===== src/rtl/vga_pkg.sv =====
// -----------------------------------------------------------------------------
// vga_pkg
// Shared definitions for the VGA timing generator:
//   - counter width used for column/row positions
//   - default 640x480@60 timing constants (pixels for horizontal, lines for
//     vertical)
//   - segment encoding used by the generic axis FSM, plus the horizontal and
//     vertical state enums that alias it one-for-one
//   - axis_total(): length of one axis period from its four segment lengths
// -----------------------------------------------------------------------------
package vga_pkg;

    localparam int CNT_W = 10;

    localparam int DEF_VIDEO_WIDTH       = 3;
    localparam int DEF_ACTIVE_COLS       = 640;
    localparam int DEF_FRONT_PORCH_HORIZ = 16;
    localparam int DEF_SYNC_PULSE_HORIZ  = 96;
    localparam int DEF_BACK_PORCH_HORIZ  = 48;
    localparam int DEF_ACTIVE_ROWS       = 480;
    localparam int DEF_FRONT_PORCH_VERT  = 10;
    localparam int DEF_SYNC_PULSE_VERT   = 2;
    localparam int DEF_BACK_PORCH_VERT   = 33;

    // Generic segment of one axis. The horizontal and vertical enums below use
    // the same numeric encoding so the axis FSM output can be cast directly.
    typedef enum logic [1:0] {
        SEG_ACTIVE = 2'd0,
        SEG_FRONT  = 2'd1,
        SEG_SYNC   = 2'd2,
        SEG_BACK   = 2'd3
    } seg_t;

    typedef enum logic [1:0] {
        H_ACTIVE = 2'd0,
        H_FRONT  = 2'd1,
        H_SYNC   = 2'd2,
        H_BACK   = 2'd3
    } h_state_t;

    typedef enum logic [1:0] {
        V_ACTIVE = 2'd0,
        V_FRONT  = 2'd1,
        V_SYNC   = 2'd2,
        V_BACK   = 2'd3
    } v_state_t;

    function automatic int axis_total(input int active, input int front,
                                      input int sync, input int back);
        return active + front + sync + back;
    endfunction

endpackage


===== src/rtl/vga_axis_fsm.sv =====
// -----------------------------------------------------------------------------
// vga_axis_fsm
// One timing axis (horizontal or vertical): position counter, wrap detection
// and the ACTIVE/FRONT/SYNC/BACK segment FSM. The counter and the FSM advance
// together, so seg_o always describes count_o.
//
// Ports
//   clk_i    in   pixel clock
//   rst_n_i  in   asynchronous active-low reset (count 0, SEG_ACTIVE)
//   en_i     in   global pixel enable
//   carry_i  in   advance request from the faster axis (tie high for columns)
//   count_o  out  current position, 0..TOTAL-1
//   seg_o    out  segment containing count_o
//   carry_o  out  carry_i while count_o is the last position (wrap pending)
//
// Parameters are the four segment lengths; FRONT and BACK may be 0 (segment
// skipped), ACTIVE and SYNC must be at least 1.
// -----------------------------------------------------------------------------
module vga_axis_fsm
    import vga_pkg::*;
#(
    parameter int ACTIVE = DEF_ACTIVE_COLS,
    parameter int FRONT  = DEF_FRONT_PORCH_HORIZ,
    parameter int SYNC   = DEF_SYNC_PULSE_HORIZ,
    parameter int BACK   = DEF_BACK_PORCH_HORIZ
)(
    input  logic             clk_i,
    input  logic             rst_n_i,
    input  logic             en_i,
    input  logic             carry_i,
    output logic [CNT_W-1:0] count_o,
    output seg_t             seg_o,
    output logic             carry_o
);

    localparam int TOTAL = axis_total(ACTIVE, FRONT, SYNC, BACK);

    localparam logic [CNT_W-1:0] LAST_POS    = CNT_W'(TOTAL - 1);
    localparam logic [CNT_W-1:0] FRONT_START = CNT_W'(ACTIVE);
    localparam logic [CNT_W-1:0] SYNC_START  = CNT_W'(ACTIVE + FRONT);
    localparam logic [CNT_W-1:0] BACK_START  = CNT_W'(ACTIVE + FRONT + SYNC);

    logic [CNT_W-1:0] count_q;
    logic [CNT_W-1:0] count_next;
    seg_t             seg_q;
    seg_t             seg_next;
    logic             at_last;
    logic             step;

    assign step       = en_i & carry_i;
    assign at_last    = (count_q == LAST_POS);
    assign count_next = at_last ? '0 : count_q + CNT_W'(1);

    // State register (counter travels with it).
    // NOTE: clocked state uses non-blocking assignments so every register
    // samples pre-edge values regardless of process evaluation order.
    always_ff @(posedge clk_i or negedge rst_n_i) begin
        if (!rst_n_i) begin
            count_q <= '0;
            seg_q   <= SEG_ACTIVE;
        end else if (step) begin
            count_q <= count_next;
            seg_q   <= seg_next;
        end
    end

    // Next-state: the segment is chosen by the position being entered, so a
    // zero-length porch falls straight through to the following segment.
    // NOTE: the default at the top of the block keeps every path assigned and
    // prevents a latch from being inferred.
    always_comb begin
        seg_next = seg_q;
        if (at_last) begin
            seg_next = SEG_ACTIVE;
        end else begin
            unique case (seg_q)
                SEG_ACTIVE: if (count_next == FRONT_START)
                                seg_next = (FRONT > 0) ? SEG_FRONT : SEG_SYNC;
                SEG_FRONT:  if (count_next == SYNC_START)
                                seg_next = SEG_SYNC;
                SEG_SYNC:   if (count_next == BACK_START)
                                seg_next = SEG_BACK;
                SEG_BACK:   seg_next = SEG_BACK;
            endcase
        end
    end

    // Outputs.
    always_comb begin
        count_o = count_q;
        seg_o   = seg_q;
        carry_o = carry_i & at_last;
    end

endmodule


===== src/rtl/vga_timing_gen.sv =====
// -----------------------------------------------------------------------------
// vga_timing_gen
// VGA raster timing generator with video gating.
//   Stage 0: column/row counters and their segment FSMs (two vga_axis_fsm).
//   Stage 1: one register stage producing syncs, active flag, frame-start
//            pulse and gated video, all aligned to each other.
// TOTAL_COLS/TOTAL_ROWS are the sums of the four segment lengths per axis and
// are derived inside each axis instance.
//
// Ports
//   clk_i                       in   pixel clock
//   rst_n_i                     in   asynchronous active-low reset
//   en_i                        in   advance one pixel per clock while high
//   red/grn/blu_video_i         in   pixel for the current stage-0 position
//   col_count_o, row_count_o    out  stage-0 position
//   Hsync_o, Vsync_o            out  active-low sync pulses (stage 1)
//   active_o                    out  visible pixel on video outputs (stage 1)
//   frame_start_o               out  first pixel of a frame (stage 1, gated by en_i)
//   red/grn/blu_video_o         out  video, zero outside the visible area
// -----------------------------------------------------------------------------
module vga_timing_gen
    import vga_pkg::*;
#(
    parameter int VIDEO_WIDTH       = DEF_VIDEO_WIDTH,
    parameter int ACTIVE_COLS       = DEF_ACTIVE_COLS,
    parameter int FRONT_PORCH_HORIZ = DEF_FRONT_PORCH_HORIZ,
    parameter int SYNC_PULSE_HORIZ  = DEF_SYNC_PULSE_HORIZ,
    parameter int BACK_PORCH_HORIZ  = DEF_BACK_PORCH_HORIZ,
    parameter int ACTIVE_ROWS       = DEF_ACTIVE_ROWS,
    parameter int FRONT_PORCH_VERT  = DEF_FRONT_PORCH_VERT,
    parameter int SYNC_PULSE_VERT   = DEF_SYNC_PULSE_VERT,
    parameter int BACK_PORCH_VERT   = DEF_BACK_PORCH_VERT
)(
    input  logic                   clk_i,
    input  logic                   rst_n_i,
    input  logic                   en_i,
    input  logic [VIDEO_WIDTH-1:0] red_video_i,
    input  logic [VIDEO_WIDTH-1:0] grn_video_i,
    input  logic [VIDEO_WIDTH-1:0] blu_video_i,
    output logic [CNT_W-1:0]       col_count_o,
    output logic [CNT_W-1:0]       row_count_o,
    output logic                   Hsync_o,
    output logic                   Vsync_o,
    output logic                   active_o,
    output logic                   frame_start_o,
    output logic [VIDEO_WIDTH-1:0] red_video_o,
    output logic [VIDEO_WIDTH-1:0] grn_video_o,
    output logic [VIDEO_WIDTH-1:0] blu_video_o
);

    seg_t     h_seg;
    seg_t     v_seg;
    h_state_t h_state;
    v_state_t v_state;
    logic     h_carry;
    logic     v_carry;
    logic     pix_active;

    // Columns advance on every enabled clock.
    vga_axis_fsm #(
        .ACTIVE (ACTIVE_COLS),
        .FRONT  (FRONT_PORCH_HORIZ),
        .SYNC   (SYNC_PULSE_HORIZ),
        .BACK   (BACK_PORCH_HORIZ)
    ) u_h_axis (
        .clk_i   (clk_i),
        .rst_n_i (rst_n_i),
        .en_i    (en_i),
        .carry_i (1'b1),
        .count_o (col_count_o),
        .seg_o   (h_seg),
        .carry_o (h_carry)
    );

    // Rows advance only on the edge where the column wraps, so both counters
    // wrap together at the end of the frame.
    vga_axis_fsm #(
        .ACTIVE (ACTIVE_ROWS),
        .FRONT  (FRONT_PORCH_VERT),
        .SYNC   (SYNC_PULSE_VERT),
        .BACK   (BACK_PORCH_VERT)
    ) u_v_axis (
        .clk_i   (clk_i),
        .rst_n_i (rst_n_i),
        .en_i    (en_i),
        .carry_i (h_carry),
        .count_o (row_count_o),
        .seg_o   (v_seg),
        .carry_o (v_carry)
    );

    assign h_state    = h_state_t'(h_seg);
    assign v_state    = v_state_t'(v_seg);
    assign pix_active = (h_state == H_ACTIVE) && (v_state == V_ACTIVE);

    // origin_q marks stage-0 position (0,0). It is set by reset (counters are
    // cleared) and by the enabled edge on which both axes wrap, which avoids a
    // pair of wide zero comparators.
    logic origin_q;

    always_ff @(posedge clk_i or negedge rst_n_i) begin
        if (!rst_n_i) begin
            origin_q <= 1'b1;
        end else if (en_i) begin
            origin_q <= v_carry;
        end
    end

    // Stage 1: everything here describes the stage-0 position of the
    // previous enabled clock, and holds while en_i is low.
    logic                   hsync_q;
    logic                   vsync_q;
    logic                   active_q;
    logic                   frame_first_q;
    logic [VIDEO_WIDTH-1:0] red_q;
    logic [VIDEO_WIDTH-1:0] grn_q;
    logic [VIDEO_WIDTH-1:0] blu_q;

    always_ff @(posedge clk_i or negedge rst_n_i) begin
        if (!rst_n_i) begin
            hsync_q       <= 1'b1;
            vsync_q       <= 1'b1;
            active_q      <= 1'b0;
            frame_first_q <= 1'b0;
            red_q         <= '0;
            grn_q         <= '0;
            blu_q         <= '0;
        end else if (en_i) begin
            hsync_q       <= (h_state != H_SYNC);
            vsync_q       <= (v_state != V_SYNC);
            active_q      <= pix_active;
            frame_first_q <= origin_q;
            red_q         <= pix_active ? red_video_i : '0;
            grn_q         <= pix_active ? grn_video_i : '0;
            blu_q         <= pix_active ? blu_video_i : '0;
        end
    end

    assign Hsync_o       = hsync_q;
    assign Vsync_o       = vsync_q;
    assign active_o      = active_q;
    // The held stage-1 flag must not repeat the pulse during a pause.
    assign frame_start_o = frame_first_q & en_i;
    assign red_video_o   = red_q;
    assign grn_video_o   = grn_q;
    assign blu_video_o   = blu_q;

endmodule


===== config.mk =====
export PLATFORM = sky130hd
export DESIGN_NAME = vga_timing_gen
export DESIGN_NICKNAME = d
export VERILOG_FILES = /design/src/rtl/vga_pkg.sv /design/src/rtl/vga_axis_fsm.sv /design/src/rtl/vga_timing_gen.sv
export SDC_FILE = /design/constraint.sdc
export NUM_CORES = 1
export LEC_CHECK = 0
export BUFFER_PORTS_ARGS = -buffer_cell sky130_fd_sc_hd__clkbuf_2
export CAP_MARGIN = 20
export CORE_MARGIN = 8
export CORE_UTILIZATION = 35
export DETAILED_ROUTE_END_ITERATION = 7
export PLACE_DENSITY_LB_ADDON = 0.1
export SYNTH_ARGS = -nofsm -noshare
export SYNTH_HDL_FRONTEND = slang
export SYNTH_HIERARCHICAL = 1
export SYNTH_SLANG_ARGS = --single-unit

===== constraint.sdc =====
create_clock -name clk_i -period 4.7 [get_ports clk_i]
set_clock_uncertainty 0.05 [all_clocks]
set_input_delay 0.235 -clock clk_i [delete_from_list [all_inputs] [get_ports clk_i]]
set_output_delay 0.235 -clock clk_i [all_outputs]
set_load 0.1 [all_outputs]

==> metrics.txt <==
fmax=388 MHz; remaining antenna violation count=0; #FFs+latches synth=38; CP max stage cell=or4_1; Peak VDD IR=0.162 mV; number of max-cap violations=0; filler cell count=696; # resized after CTS=0; RSZ-0062 raised after global routing=no; number of synthesized flops with an enable pin=0; Setup crit start kind=flip-flop; Async SR Flop Fraction=100%; num ports=45; Critical Path, Cell by Cell=ha_1 -> nand3_1 -> nor3_1 -> xnor2_1 -> or4_1 -> nor3_1 -> a2bb2oi_1; initial antenna violation count=0; peak per-stage delay on the critical path=550 ps; CP endpoint kind=flip-flop; Rows=30; reg-to-reg critical path endpoint=u_v_axis/seg_o[1]; worst-margin pin slew=737 ps; First-pass DRT Iterations=4; Post-Layout Cell Count=374; placed inst area=2580 sq um; Initial DRC Count=89; Main synth FF type=dfrtp_1; outcome=finished, final reports clean; relative slew slack=50.4%; Gate power share=28.0%; Layout Nets=309; Hold Violations, Final=0; largest net degree at the start of global routing=39; Final Max Slew Viols=0; worst hold path class=in2reg; sw frac=40.6%; Post-Synthesis Cells=258; Final Critical Period=2580 ps; register area share after synthesis=40.3%; Die Y=98.3 um; Worst R2R Setup Slack=2120 ps; post-DP HPWL=4100 um; Storage cell area=955 sq um; CP Data Arrival Time=2740 ps; switching power=424 uW; core box area=6680 sq um; CP most frequent cell=nor3_1; hold path endpoint=blu_video_o[1]; number of vias per cell=5.36; Synth top area share=37.0%; Max Root-Sink Buffers=2; ranking of synthesized cells by area=dfrtp_1 37%, nand2_1 4.8%, a32o_1 3.8%; P&R area growth vs syn=15.8%; root buffer cell=clkbuf_8; area leader, netlist=dfrtp_1; # diodes=0; H-tree Lvls=2; later-pin clock latency in the skew report=300 ps; register share of total power=39.4%; Worst Hold Path Cells=2; Die ar.=9660 sq um; clk slew on worst S/H paths=90 ps; Reg2Reg Depth=7; DP Cell Count=364; die width=98.3 um; # DRC=0; crit-path leading delay family=simple AND/OR/NAND/NOR gates; first-pass GRT wire length=9850 um; CP Buf/Inv Count=0; all-layer global routing usage=12.3%; Inserted Clock Buffers=5; CP Max Fanout=10; setup TNS=0 ps; CTS Sinks=38; min-delay src=blu_video_i[1]; drt total wl=5810 um; RR Startpoint=u_v_axis/count_o[0]; Netlist Area Pre-Place=2370 sq um; wire per inst=15.5 um; yosys warns=6; final instance area=2750 sq um; total congestion overflow=0; Final period util=54.8%; final setup fails=0; footprint of the multi-input gates=1280 sq um; post-synth cell types=58; Internal=620 uW; Starting Density=35.5%; number of global-route vias before repair=1,955; Final Wtd Congestion=0.806; layout cells sized above 1=23.8%; crit path kind=reg2reg; syn_area_per_cell=9.19 sq um; critical path required time=4860 ps; Post CTS Setup Buffer Count=0; Clk pwr share=32.6%; pwr dens=380 nW/um^2; Port Buffers=44; CTS tree=built; DR vias=2,006; post-layout util=41.1%; static leakage=0.00121 uW
-- synthesized netlist by cell type (2+ instances only) --
master    count
o21ai_0      12
a31oi_1       7
and3_1        6
or4_1         2
ha_1          4
nor2_1       11
o31ai_1       2
nand4_1       4
nor4_1        8
o22ai_1       3
nand2b_1      5
nand2_1      30
buf_6         4
dfrtp_1      35
a32o_1        9
nor4bb_1      2
nor3b_1       2
xor2_1        6
buf_2         8
nor3_1       13
xnor2_1      10
a21oi_1      12
inv_1         6
mux2_2        2
and2_1        6
nand3b_1      2
dfstp_2       3
nand3_1       7
clkbuf_1      6
a21o_1        2
a211oi_2      2
-- how the worst max path moves through the flow --
stage | start | to | slack, ps | cells after the start
2_1_floorplan | u_h_axis/count_o[0] | u_h_axis/seg_o[0] | 1740 | 8
3_3_place_gp | u_h_axis/count_o[0] | u_h_axis/seg_o[0] | 2180 | 7
3_5_place_dp | u_h_axis/count_o[0] | u_h_axis/seg_o[0] | 2160 | 7
4_1_cts | u_h_axis/count_o[0] | u_h_axis/seg_o[0] | 2140 | 7
5_1_grt | u_h_axis/count_o[0] | u_h_axis/seg_o[0] | 1920 | 7
6_report | u_v_axis/count_o[0] | u_v_axis/seg_o[1] | 2120 | 7
-- sequential cells by signal, indices dropped and copies added (netlist names) --
name and flops:
u_h_axis/count_o 10, u_v_axis/count_o 10, blu_video_o 3, grn_video_o 3, red_video_o 3, u_h_axis/seg_o 2, u_v_axis/seg_o 2, Hsync_o 1
Vsync_o 1, active_o 1, frame_first_q 1, origin_q 1
-- repair_timing --
action | CTS | global route
hold buffers | 0 | 1
endpoints found under the hold margin | 0 | 7
setup endpoints to repair | 0 | 0
-- layout make-up --
class / count / area share, %
Clock buffer: 5 / 2.51
Clock inverter: 3 / 2.51
Inverter: 7 / 0.957
Multi-Input combinational cell: 195 / 46.5
Sequential cell: 38 / 34.8
Tap cell: 80 / 3.65
Timing Repair Buffer: 46 / 9.12
-- stage by stage --
| step | power, uW | worst slack [ps] | hold WS, ps |
|---|---|---|---|
| 2_1_floorplan | 652 | 1740 | -111 |
| 3_3_place_gp | 706 | 2180 | 409 |
| 4_1_cts | 1050 | 2140 | 92.9 |
| 5_1_grt | 1090 | 1920 | 121 |
| 3_5_place_dp | 708 | 2160 | 423 |
| 6_report | 1040 | 2120 | 125 |
-- layout by cell type (no fill, tap or decap), types with 7 or more instances in the layout --
cell and n:
nor2_1 11, a32o_1 9, a31oi_1 7, o21ai_0 12
nor3_1 13, clkbuf_2 44, a21oi_1 12, nand2_1 30
nand3_1 7, dfrtp_1 35, xnor2_1 10, nor4_1 8
-- power by group through the flow --
stage	clock, uW	sequential, uW	combinational, uW
2_1_floorplan	0	527	126
3_3_place_gp	0	416	290
3_5_place_dp	0	416	291
4_1_cts	351	410	292
5_1_grt	364	419	309
6_report	341	411	292
-- metal layers --
layer | GRT usage, % | part of all wire [%] | vias up
met1 | 16.4 | 48 | 953
met2 | 18.7 | 45 | 44
met5 | 0 | 0 | -
met4 | 3.78 | 0.98 | 0
met3 | 3.49 | 5.1 | 6
li1 | - | - | 1003
-- cell families (layout without fill, tap and decap cells) --
kind of cell,count (synthesis),count (layout),synth area share (%)
and+or+nand+nor,110,110,26.1
adders and majority gates,4,4,2.11
AOI/OAI and AO/OA,59,59,17.6
muxes,3,3,1.58
xor gates and xnor gates,16,16,5.91
other,1,3,0.158
buffers and inverters,27,61,6.18
DFF,38,38,40.3
(Power assumes the default switching activity.)
